===== config.mk =====
export PLATFORM = sky130hd
export DESIGN_NAME = fetch_sequencer
export DESIGN_NICKNAME = d
export VERILOG_FILES = /design/src/rtl/fetch_sequencer.sv
export SDC_FILE = /design/constraint.sdc
export NUM_CORES = 1
export LEC_CHECK = 0
export BUFFER_PORTS_ARGS = -buffer_cell sky130_fd_sc_hd__buf_2
export CAP_MARGIN = 5
export CORE_MARGIN = 1.5
export CORE_UTILIZATION = 25
export CTS_BUF_LIST = sky130_fd_sc_hd__clkbuf_16
export CTS_CLUSTER_DIAMETER = 100
export CTS_CLUSTER_SIZE = 40
export DETAILED_ROUTE_END_ITERATION = 7
export GPL_ROUTABILITY_DRIVEN = 0
export HOLD_SLACK_MARGIN = 0.05
export MAX_ROUTING_LAYER = met4
export PLACE_DENSITY_LB_ADDON = 0.08
export SLEW_MARGIN = 10
export SYNTH_ARGS = -nofsm -noshare
export SYNTH_HDL_FRONTEND = slang
export SYNTH_SLANG_ARGS = --single-unit

===== constraint.sdc =====
create_clock -name clk -period 4.1 [get_ports clk]
set_input_delay 0 -clock clk [delete_from_list [all_inputs] [get_ports clk]]
set_output_delay 0 -clock clk [all_outputs]
set_load 0.1 [all_outputs]

===== src/rtl/fetch_sequencer.sv =====
// Program-counter sequencer for a 4096x19 instruction store: JMP/JSB/RET/Bcc decode with a return stack.
// Optional build macro FETCH_STACK_GUARD_EN turns stack over/underflow into a sticky FAULT state.
module fetch_sequencer #(
    parameter int ADDR_W      = 12,
    parameter int INSTR_W     = 19,
    parameter int STACK_DEPTH = 8,
    parameter int RESET_PC    = 0
) (
    input  logic                          clk,
    input  logic                          rst,
    input  logic                          start,
    input  logic                          stall,
    input  logic                          flag_z,
    input  logic                          flag_c,
    input  logic [INSTR_W-1:0]            instruction,
    output logic [ADDR_W-1:0]             address,
    output logic [INSTR_W-1:0]            instr_out,
    output logic                          instr_valid,
    output logic [1:0]                    state,
    output logic [$clog2(STACK_DEPTH):0]  sp,
    output logic                          fault
);
    localparam int IDX_W = $clog2(STACK_DEPTH);
    localparam int SP_W  = IDX_W + 1;
    localparam logic [ADDR_W-1:0] RST_PC  = ADDR_W'(RESET_PC);
    localparam logic [SP_W-1:0]   SP_FULL = SP_W'(STACK_DEPTH);

    typedef enum logic [1:0] {
        ST_IDLE  = 2'b00,
        ST_RUN   = 2'b01,
        ST_FAULT = 2'b10
    } state_t;

    state_t              r_state, w_state_next;
    logic [ADDR_W-1:0]   r_pc, w_pc_next, w_pc_inc, w_br_target;
    logic [SP_W-1:0]     r_sp, w_sp_next, w_sp_inc, w_sp_dec;
    logic [ADDR_W-1:0]   r_stack [STACK_DEPTH];
    logic [IDX_W-1:0]    w_push_idx, w_pop_idx;
    logic                w_exec, w_is_jmp, w_is_jsb, w_is_ret, w_is_bcc, w_taken;
    logic                w_push, w_trip, w_ovf, w_unf;
    logic                w_unused_bits;

    function automatic logic branch_cond(input logic [1:0] cc, input logic z, input logic c);
        logic res;
        case (cc)
            2'b00:   res = z;
            2'b01:   res = ~z;
            2'b10:   res = c;
            default: res = ~c;
        endcase
        return res;
    endfunction

    assign w_exec      = (r_state == ST_RUN) & ~stall;
    assign w_is_jmp    = (instruction[18:14] == 5'b11100);
    assign w_is_jsb    = (instruction[18:14] == 5'b11101);
    assign w_is_ret    = (instruction[18:13] == 6'b111100);
    assign w_is_bcc    = (instruction[18:16] == 3'b101);
    assign w_taken     = branch_cond(instruction[15:14], flag_z, flag_c);
    assign w_pc_inc    = r_pc + ADDR_W'(1'b1);
    assign w_br_target = w_pc_inc + {{(ADDR_W-8){instruction[7]}}, instruction[7:0]};
    assign w_push_idx  = r_sp[IDX_W-1:0];
    assign w_pop_idx   = w_push_idx - IDX_W'(1'b1);
    assign w_unused_bits = instruction[12];

`ifdef FETCH_STACK_GUARD_EN
    assign w_sp_inc = r_sp + SP_W'(1'b1);
    assign w_sp_dec = r_sp - SP_W'(1'b1);
    assign w_ovf    = (r_sp == SP_FULL);
    assign w_unf    = (r_sp == SP_W'(1'b0));
`else
    // Unguarded stack is a ring: occupancy stays modulo the depth, top bit always 0.
    assign w_sp_inc = {1'b0, w_push_idx + IDX_W'(1'b1)};
    assign w_sp_dec = {1'b0, w_pop_idx};
    assign w_ovf    = 1'b0;
    assign w_unf    = 1'b0;
`endif

    // Control-flow decode: next PC, stack pointer, push strobe and guard trip.
    always_comb begin
        w_pc_next = r_pc;
        w_sp_next = r_sp;
        w_push    = 1'b0;
        w_trip    = 1'b0;
        if (w_exec) begin
            if (w_is_jmp) begin
                w_pc_next = instruction[ADDR_W-1:0];
            end else if (w_is_jsb) begin
                if (w_ovf) begin
                    w_trip = 1'b1;
                end else begin
                    w_push    = 1'b1;
                    w_sp_next = w_sp_inc;
                    w_pc_next = instruction[ADDR_W-1:0];
                end
            end else if (w_is_ret) begin
                if (w_unf) begin
                    w_trip = 1'b1;
                end else begin
                    w_sp_next = w_sp_dec;
                    w_pc_next = r_stack[w_pop_idx];
                end
            end else if (w_is_bcc) begin
                w_pc_next = w_taken ? w_br_target : w_pc_inc;
            end else begin
                w_pc_next = w_pc_inc;
            end
        end else begin
            w_pc_next = r_pc;
        end
    end

    // FSM next-state logic.
    always_comb begin
        w_state_next = r_state;
        case (r_state)
            ST_IDLE:  if (start) w_state_next = ST_RUN;   else w_state_next = ST_IDLE;
            ST_RUN:   if (w_trip) w_state_next = ST_FAULT; else w_state_next = ST_RUN;
            ST_FAULT: w_state_next = ST_FAULT;
            default:  w_state_next = ST_IDLE;
        endcase
    end

    // FSM outputs.
    always_comb begin
        instr_valid = 1'b0;
        fault       = 1'b0;
        case (r_state)
            ST_RUN:   instr_valid = ~stall;
`ifdef FETCH_STACK_GUARD_EN
            ST_FAULT: fault = 1'b1;
`else
            ST_FAULT: fault = 1'b0;
`endif
            default:  instr_valid = 1'b0;
        endcase
    end

    // State, PC and occupancy registers.
    always_ff @(posedge clk or negedge rst) begin
        if (!rst) begin
            r_state <= ST_IDLE;
            r_pc    <= RST_PC;
            r_sp    <= SP_W'(1'b0);
        end else begin
            r_state <= w_state_next;
            r_pc    <= w_pc_next;
            r_sp    <= w_sp_next;
        end
    end

    // Return-address storage; contents are meaningless after reset so it carries none.
    always_ff @(posedge clk) begin
        if (w_push) begin
            r_stack[w_push_idx] <= w_pc_inc;
        end
    end

    assign address   = r_pc;
    assign instr_out = instruction;
    assign state     = r_state;
    assign sp        = r_sp;
endmodule


Yosys cells after proc, flatten, opt, wreduce, memory -nomap -nowiden:

Memory sizes are Yosys's and may differ from the RTL's.
Cells that the tools add are included.

* bits in registers: 18
* memory bits (writable): 96
* input bits: 25
* output and inout bits: 39
* memories: 1

* add/subtract/negate cells: 4
* equal/unequal tests: 8
* multiplexer cells: 16
* bitwise logic cells: 5
* reduce and logical (&&, ||, !) cells: 4

Memory list
* r_stack: depth 8, bits a word 12, rd ports 1, clocked after memory_dff 0, write ports 1, line 37 `logic [ADDR_W-1:0] r_stack [STACK_DEPTH];`

Operators with widths (number)
* 12-bit 2-to-1 mux: 5
* 12-bit by 1-bit adder with 12-bit output (second input constant): 1
* 12-bit adder: 1
* 5-bit == test (second input constant): 2
* 4-bit 2-to-1 mux: 2
* 1-bit 2-to-1 mux: 7
* 6-bit == test (second input constant): 1
* 2-bit case mux with 3 select lines: 1
* 2-bit by 1-bit == test with 1-bit output (second input constant): 2
* 2-bit == test (second input constant): 2
* 2-bit logical NOT: 2
* 1-bit NOT: 4
* 3-bit by 1-bit adder with 3-bit output (second input constant): 1
* 3-bit == test (second input constant): 1
* 1-bit case mux with 3 select lines: 1
* 3-bit AND reduction: 1
* 3-bit by 1-bit subtractor with 3-bit output (second input constant): 1
* 2-bit nonzero test: 1
* 1-bit bitwise AND: 1

Depth between registers and ports, before layout:

Gate-level depths: netlist (run 1).

* depth after elaboration: 7
* depth in mapped cells: 12

Least setup slack after synthesis (run 1):

OpenSTA, ideal clock, no wires.

* path type: register to register
* from: register r_pc[1], in the netlist address[1]
* to: register r_pc[11], in the netlist address[11]
* setup time: 0.095 ns
* arrival time: 3.390 ns
* data required time: 4.005 ns
* slack: 0.615 ns
* stages on the path, launching flop included: 12
* period minus slack after synthesis: 3.485 ns
* cell sequence: dfrtp_1 > ha_1 > inv_1 > nor2_1 > xor2_1 > ha_1 > a211o_1 > o2111ai_1 > a21oi_1 > xnor2_1 > o21a_1 > o31ai_1

* longest elaborated chain between the ends: 7

Ends and longest elaborated chain
* start, declared: line 35 `logic [ADDR_W-1:0] r_pc, w_pc_next, w_pc_inc, w_br_target;`
* start signal, assigned: line 147 `r_pc <= w_pc_next;`
* 12-bit by 1-bit adder with 12-bit output: line 60 `assign w_pc_inc = r_pc + ADDR_W'(1'b1);`
* net w_pc_inc[6]: line 35
* 12-bit adder: line 61 `assign w_br_target = w_pc_inc + {{(ADDR_W-8){instruction[7]}}, instruction[7:0]};`
* 12-bit 2-to-1 mux: line 104 `w_pc_next = w_taken ? w_br_target : w_pc_inc;`
* 12-bit 2-to-1 mux: line 103 `end else if (w_is_bcc) begin`
* 12-bit 2-to-1 mux: line 96 `end else if (w_is_ret) begin`
* 12-bit 2-to-1 mux: line 88 `end else if (w_is_jsb) begin`
* 12-bit 2-to-1 mux: line 86 `if (w_is_jmp) begin`

The timed path passes the listed nets, and every way through them passes these cells.
A chain may end at the register's enable or synchronous reset.

Worst setup path after layout (run 1):

* from: register r_pc[0], in the netlist address[0]
* to: register r_pc[8], in the netlist address[8]

Same word-level chain as after synthesis.

==> summary.txt, run 1 <==
Drt
  • Number of DRC markers in iteration 0: 242
  • Total Wirelength: 16,210 µm
  • Via count: 3,781
  • WL/cell: 20.79 µm
  • DRC: 0
  • Final ANT Viol Nets: 0
  • DR pass1 iterations: 5
  • Vias per cell: a little under 5

Worst setup path
  • Crit path kind: flop to flop
  • Worst Path Buf+Inv: 0
  • Cells on worst reg2reg path: 10
  • Levels on crit path: 10
  • Worst Setup End Kind: flop
  • CP cell instances: ha_1 > xor2_1 > ha_1 > a211oi_1 > o21ai_0 > a31oi_1 > xnor2_1 > mux2_2 > o21ai_0 > a21oi_1
  • R2R Path Start: address[0]
  • Worst path arrival time: approximately 3800 ps
  • Setup crit start kind: flop
  • Crit path max fanout: 10
  • Top Family by Delay on Critical Path: compound AO/OA/AOI/OAI gates
  • Slowest cell on crit path: xor2_1
  • WP data required: 4390 ps
  • Max incr delay on CP: 610 ps
  • Critical path origin: address[0]

Placement
  • Placed Area: 6187 µm²
  • Placed cells: about 740
  • Port buffer count: 59
  • Post-DP HPWL: approximately 11,000 µm

Timing
  • Worst slew margin: a little over a third
  • Slew @ Worst Pin: 966.6 ps
  • Hold Fails Final Rpt: 0
  • Fin Hold WS: 87.12 ps
  • Final setup fails: 0
  • Unrepaired setup endpoints after global routing: no
  • Post-layout min period: 3548 ps
  • Maximum clock frequency: 0.2818 GHz
  • Final worst path period share: 86.54%
  • Setup TNS: 0 ps
  • Final slew viol count: 0
  • Worst Skew: about 10 ps

Global routing
  • Grt ovf: 0
  • Total GRT Usage: 14.99%
  • Initial antenna violation count: 0
  • Vias in the first global route: 3,872
  • Largest net degree at the start of global routing: 28
  • First-pass GRT wire length: 24,910 µm

Finish
  • Number of fill cells in the layout: 2,239
  • Final core occ: a little under a third
  • Non-filler cells, final: 780
  • Number of nets in the layout: 530
  • Share of cells above drive strength 1: ~28%
  • Fin area: about 6900 µm²
  • Sequential standard cell area: ~3300 µm²
  • Area Overhead vs Synth: 23.37%
  • Multi-input gate area: 2044 µm²
  • Most frequent cells in the layout: edfxtp_1, buf_2, nand2_1, a21oi_1, mux4_2
  • Commonest non-fill, non-tap cell in the layout: edfxtp_1
  • N_diodes: 0

Synthesis
  • Share of the synthesized area in the top cell type: 51.62%
  • Synth unique cells: 50
  • Fraction of registers with async set/reset: 15.04%
  • Post-Syn Area: about 5600 µm²
  • Sequential area share after synthesis: between 50% and 60%
  • Post-synthesis average cell area: around 14 µm²
  • Synth warn: 0
  • Yosys reg bits: ~110
  • Area leader, netlist: edfxtp_1
  • Ys flop type: edfxtp_1
  • Synth Instances: around 410
  • Top cells by area, synth: edfxtp_1, mux4_2, dfrtp_1
  • Post-synth EDFFs: 96

Power
  • Pwr per Cell Area: 751.8 nW/µm²
  • VDD IR-drop max: 0.0002922 V
  • Leakage power: 2.549 nW

Run status
  • Status: finished clean

Floorplan
  • Die Ht: between 150 and 200 µm
  • Site Rows: 54
  • Core area: 21,890 µm²
  • Die area: 23,240 µm²
  • Num ports: 64
  • Initial core utilization: between 20% and 30%
  • Die width: 152.5 µm

Clock network
  • H-tree depth: 4
  • Root Buffer: clkbuf_16
  • Deepest clock path buffer count: 2
  • Clk slew on worst S/H paths: 60 ps
  • CTS tree: built
  • Total CTS buffers: 17
  • Clk sink count: roughly 110
  • Post-cts sizing count: 0
  • Latest clock arrival within the worst-skew pair: between 400 and 500 ps

Worst hold path
  • Hold Crit Start: instruction[11]
  • Hold Path Class: input port to flop
  • Hold Path Stages: 5

Job
  • Max-cap violations: 0
[through the flow]
step / power [mW] / worst slack [ps]
after floorplan: 3.201 / 614.9
after global placement: 3.808 / 728.1
after detailed placement: 3.789 / 691.5
after CTS: 5.245 / 648.9
after global routing: 5.471 / 400.3
final: 5.179 / 551.9
[cell families after synthesis]
kind of cell / share of synthesized area, %
DFF: 59.24
and+or+nand+nor: 8.559
AOI/OAI and AO/OA: 8.851
buffers and inverters: 4.548
muxes: 10.96
xor gates and xnor gates: 3.607
adders and majority gates: 4.168
other: 0.06715
[cell type report]
cell class | count | area share (%)
sequential | 113 | 48.04
timing repair buffer | 94 | 8.572
clock buffer | 17 | 6.175
multi-input combinational | 255 | 29.68
inverter | 6 | 0.3269
clock inverter | 15 | 2.125
tap | 280 | 5.085
[synth_stat cells, types with 6 or more instances]
master,number
dfrtp_1,17
nand2_1,35
o21ai_0,18
mux4_2,24
xor2_1,12
a21oi_1,25
clkbuf_1,10
nor2_1,22
a211oi_1,8
nor3_1,9
nand3_1,14
buf_4,22
ha_1,17
edfxtp_1,96
mux2i_1,6
xnor2_1,11
[registers in the layout (all words and copies together) (netlist names)]
register / cells
state: 2
r_stack: 96
address: 12
sp: 3
[metal layers]
| metal | track usage (%) | vias to the layer above | part of all wire [%] |
|---|---|---|---|
| met5 | - | - | 0 |
| met3 | 3.271 | 11 | 3.4 |
| met2 | 22.97 | 98 | 48 |
| met1 | 20.09 | 1947 | 48 |
| li1 | - | 1725 | - |
| met4 | 4.075 | 0 | 0.73 |
[tightest hold or removal path: cells and delay by family]
family                 cells  cell delay (ps)
AO/OA/AOI/OAI              4              360
buffers and inverters      1              100
[power breakdown]
part | internal [mW] | total [mW] | switching, mW
Sequential | 1.44 | 1.54 | 0.0937
Clock | 0.888 | 1.42 | 0.531
Combinational | 0.738 | 2.22 | 1.49
Total | 3.07 | 5.18 | 2.11
[worst paths after layout]
path	end	slack, ps
setup / recovery	address[8]	550
hold / removal	address[11]	90
setup reg to reg	address[8]	550
hold reg to reg	state[0]	470
max in group asynchronous	sp[0]	3630
min in group asynchronous	state[1]	100
[repair_timing]
item / in CTS / in global routing
hold endpoints to repair: 29 / 0
buffers inserted: 0 / 0
hold buffers: 13 / 0
Note: power is estimated with default switching activity, not from simulation.
==> run 2: changes to the inputs <==
- ABC_AREA: default -> 1
- CTS_CLUSTER_SIZE: 40 -> 14
==> run 2 against run 1 <==
Critical path depth is 4 higher. Critical endpoint is now address[6]. Clock power hardly changed. First-iteration DRC count decreased by 7.4%. Die area up 6.4%. Worst setup slack got worse by 23 ps. Worst hold slack got worse by 19 ps. Total power rose by 6.3%. Largest cell class unchanged. Routed wire length up 14%. Clock-buffer cell count stayed put.
==> summary.txt, run 2 <==
Synthesis
  • Post-synth EDFFs: 96 (unchanged)
  • Post-synth top cells: nand2_1, edfxtp_1, nor2_1
  • Sequential area share after synthesis: 55.63% (-3.6 points)
  • Most frequent cell after synthesis: nand2_1
  • Post-synthesis average cell area: 9.862 µm² (-27%)
  • Yosys reg bits: 113 (unchanged)
  • Synth warn: 0 (unchanged)
  • Synth Instances: 603 (+47%)
  • Ys flop type: edfxtp_1
  • Synth unique cells: 47 (-6.0%)
  • Fraction of registers with async set/reset: 15.04% (unchanged)
  • Post-Syn Area: 5947 µm² (+6.5%)
  • Share of the synthesized area in the top cell type: 48.47% (-3.1 points)
  • Area leader, netlist: edfxtp_1
  • Top cells by area, synth: edfxtp_1, nand2_1, dfrtp_1

Timing
  • Final slew viol count: 0 (unchanged)
  • Setup TNS: 0 ps (unchanged)
  • Maximum clock frequency: 0.2801 GHz (-0.64%)
  • Worst slew margin: 27.30% (-8.0 points)
  • Unrepaired setup endpoints after global routing: no
  • Worst Skew: 12.77 ps (+3.056 ps)
  • Post-layout min period: 3571 ps (+22.71 ps)
  • Final WS setup: 529.2 ps (-22.71 ps)
  • Final setup fails: 0 (unchanged)
  • Hold Fails Final Rpt: 0 (unchanged)
  • Slew @ Worst Pin: 1083 ps (+116.1 ps)
  • Final worst path period share: 87.09% (+0.55 points)

Power
  • Sequential power share: 27.7% (-1.9 points)
  • Switching power: 2.491 mW (+18%)
  • Sw frac: 45.23% (+4.5 points)
  • VDD IR-drop max: 0.0004890 V (+67%)
  • Comb pwr share: 46.2% (+3.2 points)
  • Leakage power: 2.886 nW (+13%)
  • Pwr per Cell Area: 759.8 nW/µm² (+1.1%)
  • Clk pwr share: 26.1% (-1.3 points)
  • Overall Power: 5.508 mW (+6.3%)
  • Power Internal: 3.017 mW (-1.7%)

Drt
  • Vias per cell: 4.588 (-5.4%)
  • Final ANT Viol Nets: 0 (unchanged)
  • Number of DRC markers in iteration 0: 224 (-7.4%)
  • WL/cell: 18.51 µm (-11%)
  • Total Wirelength: 18,510 µm (+14%)
  • DR pass1 iterations: 4 (-1)
  • DRC: 0 (unchanged)
  • Via count: 4,588 (+21%)

Finish
  • Multi-input gate area: 2222 µm² (+8.7%)
  • Most frequent cells in the layout: nand2_1, edfxtp_1, nor2_1, buf_2, o21ai_0
  • Final core occ: 30.98% (-0.49 points)
  • Number of fill cells in the layout: 2,442 (+9.1%)
  • Fin area: 7249 µm² (+5.2%)
  • Area Overhead vs Synth: 21.90%
  • Sequential standard cell area: 3308 µm² (about the same)
  • Commonest non-fill, non-tap cell in the layout: nand2_1
  • N_diodes: 0 (unchanged)
  • Most flops, register: r_stack
  • Share of cells above drive strength 1: 19.24% (-9.2 points)
  • Max FFs per register: 96 (unchanged)
  • Number of nets in the layout: 711 (+34%)

Floorplan
  • Site Rows: 56 (+3.7%)
  • Core area: 23,400 µm² (+6.9%)
  • Die Ht: 157.2 µm (+3.1%)
  • Die width: 157.2 µm (+3.1%)
  • Num ports: 64 (unchanged)
  • Initial core utilization: 25.41% (-0.097 points)
  • Die area: 24,720 µm² (+6.4%)

Worst setup path
  • R2R Path Start: address[0]
  • Worst path arrival time: 3850 ps (+20 ps)
  • Crit path kind: flop to flop
  • Worst Setup End Kind: flop
  • WP data required: 4380 ps (about the same)
  • Setup crit start kind: flop
  • Crit path max fanout: 12 (+2)
  • Cells on worst reg2reg path: 14 (+4)
  • R2r endpoint: address[6]
  • Critical path origin: address[0]
  • Reg-to-reg slack, setup: 530 ps (-20 ps)

Global routing
  • Initial antenna violation count: 0 (unchanged)
  • First-pass GRT wire length: 28,030 µm (+13%)
  • Largest net degree at the start of global routing: 53 (+89%)
  • Total GRT Usage: 16.28% (+1.3 points)
  • Vias in the first global route: 4,571 (+18%)
  • Grt ovf: 0 (unchanged)

Clock network
  • Clk slew on worst S/H paths: 60 ps (about the same)
  • H-tree depth: 4 (unchanged)
  • Post-cts sizing count: 0 (unchanged)
  • Latest clock arrival within the worst-skew pair: 410 ps (about the same)
  • Clk sink count: 113 (unchanged)
  • Total CTS buffers: 17 (unchanged)
  • Deepest clock path buffer count: 2 (unchanged)
  • Root Buffer: clkbuf_16
  • CTS tree: built

Placement
  • Post-DP HPWL: 12,150 µm (+13%)
  • Port buffer count: 59 (unchanged)
  • Placed Area: 6513 µm² (+5.3%)
  • Post-Place Worst Slack: 579.5 ps (-112.0 ps)

Worst hold path
  • Hold Path Class: input port to flop
  • Hold EP: address[7]
  • Hold Path Stages: 5 (unchanged)
  • Hold Crit Start: instruction[7]

Job
  • Max-cap violations: 0 (unchanged)

Run status
  • Status: finished clean
-- run 2: layer usage --
layer	GRT usage (%)	part of all wire, %	up-vias
met5	-	0	-
met1	19.62	44	2263
met3	2.340	2.9	16
li1	-	-	2211
met2	27.82	51	98
met4	5.705	1.8	0
-- run 2: how the worst max path moves through the flow --
stage	to	slack, ps	depth (start not counted)
3_5_place_dp	address[10]	580	13
2_1_floorplan	r_stack[3][0]	260	6
3_3_place_gp	address[10]	590	13
4_1_cts	address[6]	470	14
6_report	address[6]	530	14
5_1_grt	address[6]	220	14
-- run 2: cell type report --
type | instances | share of cell area (%)
sequential | 113 | 45.63
multi-input combinational | 401 | 30.65
timing repair buffer | 88 | 7.629
clock buffer | 17 | 5.868
tap | 319 | 5.506
inverter | 47 | 2.623
clock inverter | 15 | 2.088
-- run 2: worst max-delay path, stage by stage (launching register included) --
cell,delay (ps)
dfrtp_1,460
inv_1,250
nor2_2,370
xor2_1,230
inv_1,230
ha_1,420
a21oi_1,220
o21bai_1,110
a21oi_1,210
nor2_1,70
o21ai_1,140
nand3_1,80
nand2_1,60
o21ai_1,50
dlygate4sd3_1,560
-- run 2: metrics by stage --
stage	hold slack (ps)	std cells
3_3_place_gp	-1.592	952
2_1_floorplan	-295.6	604
4_1_cts	60.41	1000
6_report	67.67	1000
5_1_grt	91.90	1000
3_5_place_dp	-1.571	952
-- run 2: power by group through the flow --
stage	sequential (mW)	clock [mW]	combinational, mW
3_3_place_gp	1.55	0	2.57
2_1_floorplan	1.90	0	1.48
6_report	1.53	1.44	2.54
4_1_cts	1.53	1.46	2.59
3_5_place_dp	1.55	0	2.55
5_1_grt	1.54	1.52	2.80
-- run 2: what timing repair did --
| item | 4_1_cts | 5_1_grt |
|---|---|---|
| setup buffers | 0 | 0 |
| hold buffers | 16 | 0 |
| hold endpoints to repair | 30 | 0 |
-- run 2: kinds of logic (layout without fill, tap and decap cells) --
kind of cell               after synthesis  in the layout  synth area share, %
AOI/OAI and AO/OA                      118            118                12.20
DFF                                    113            113                55.63
other                                    1              2              0.06306
xor gates and xnor gates                14             14                2.378
adders and majority gates               18             18                3.913
buffers and inverters                   90            167                7.932
and+or+nand+nor                        249            249                17.88
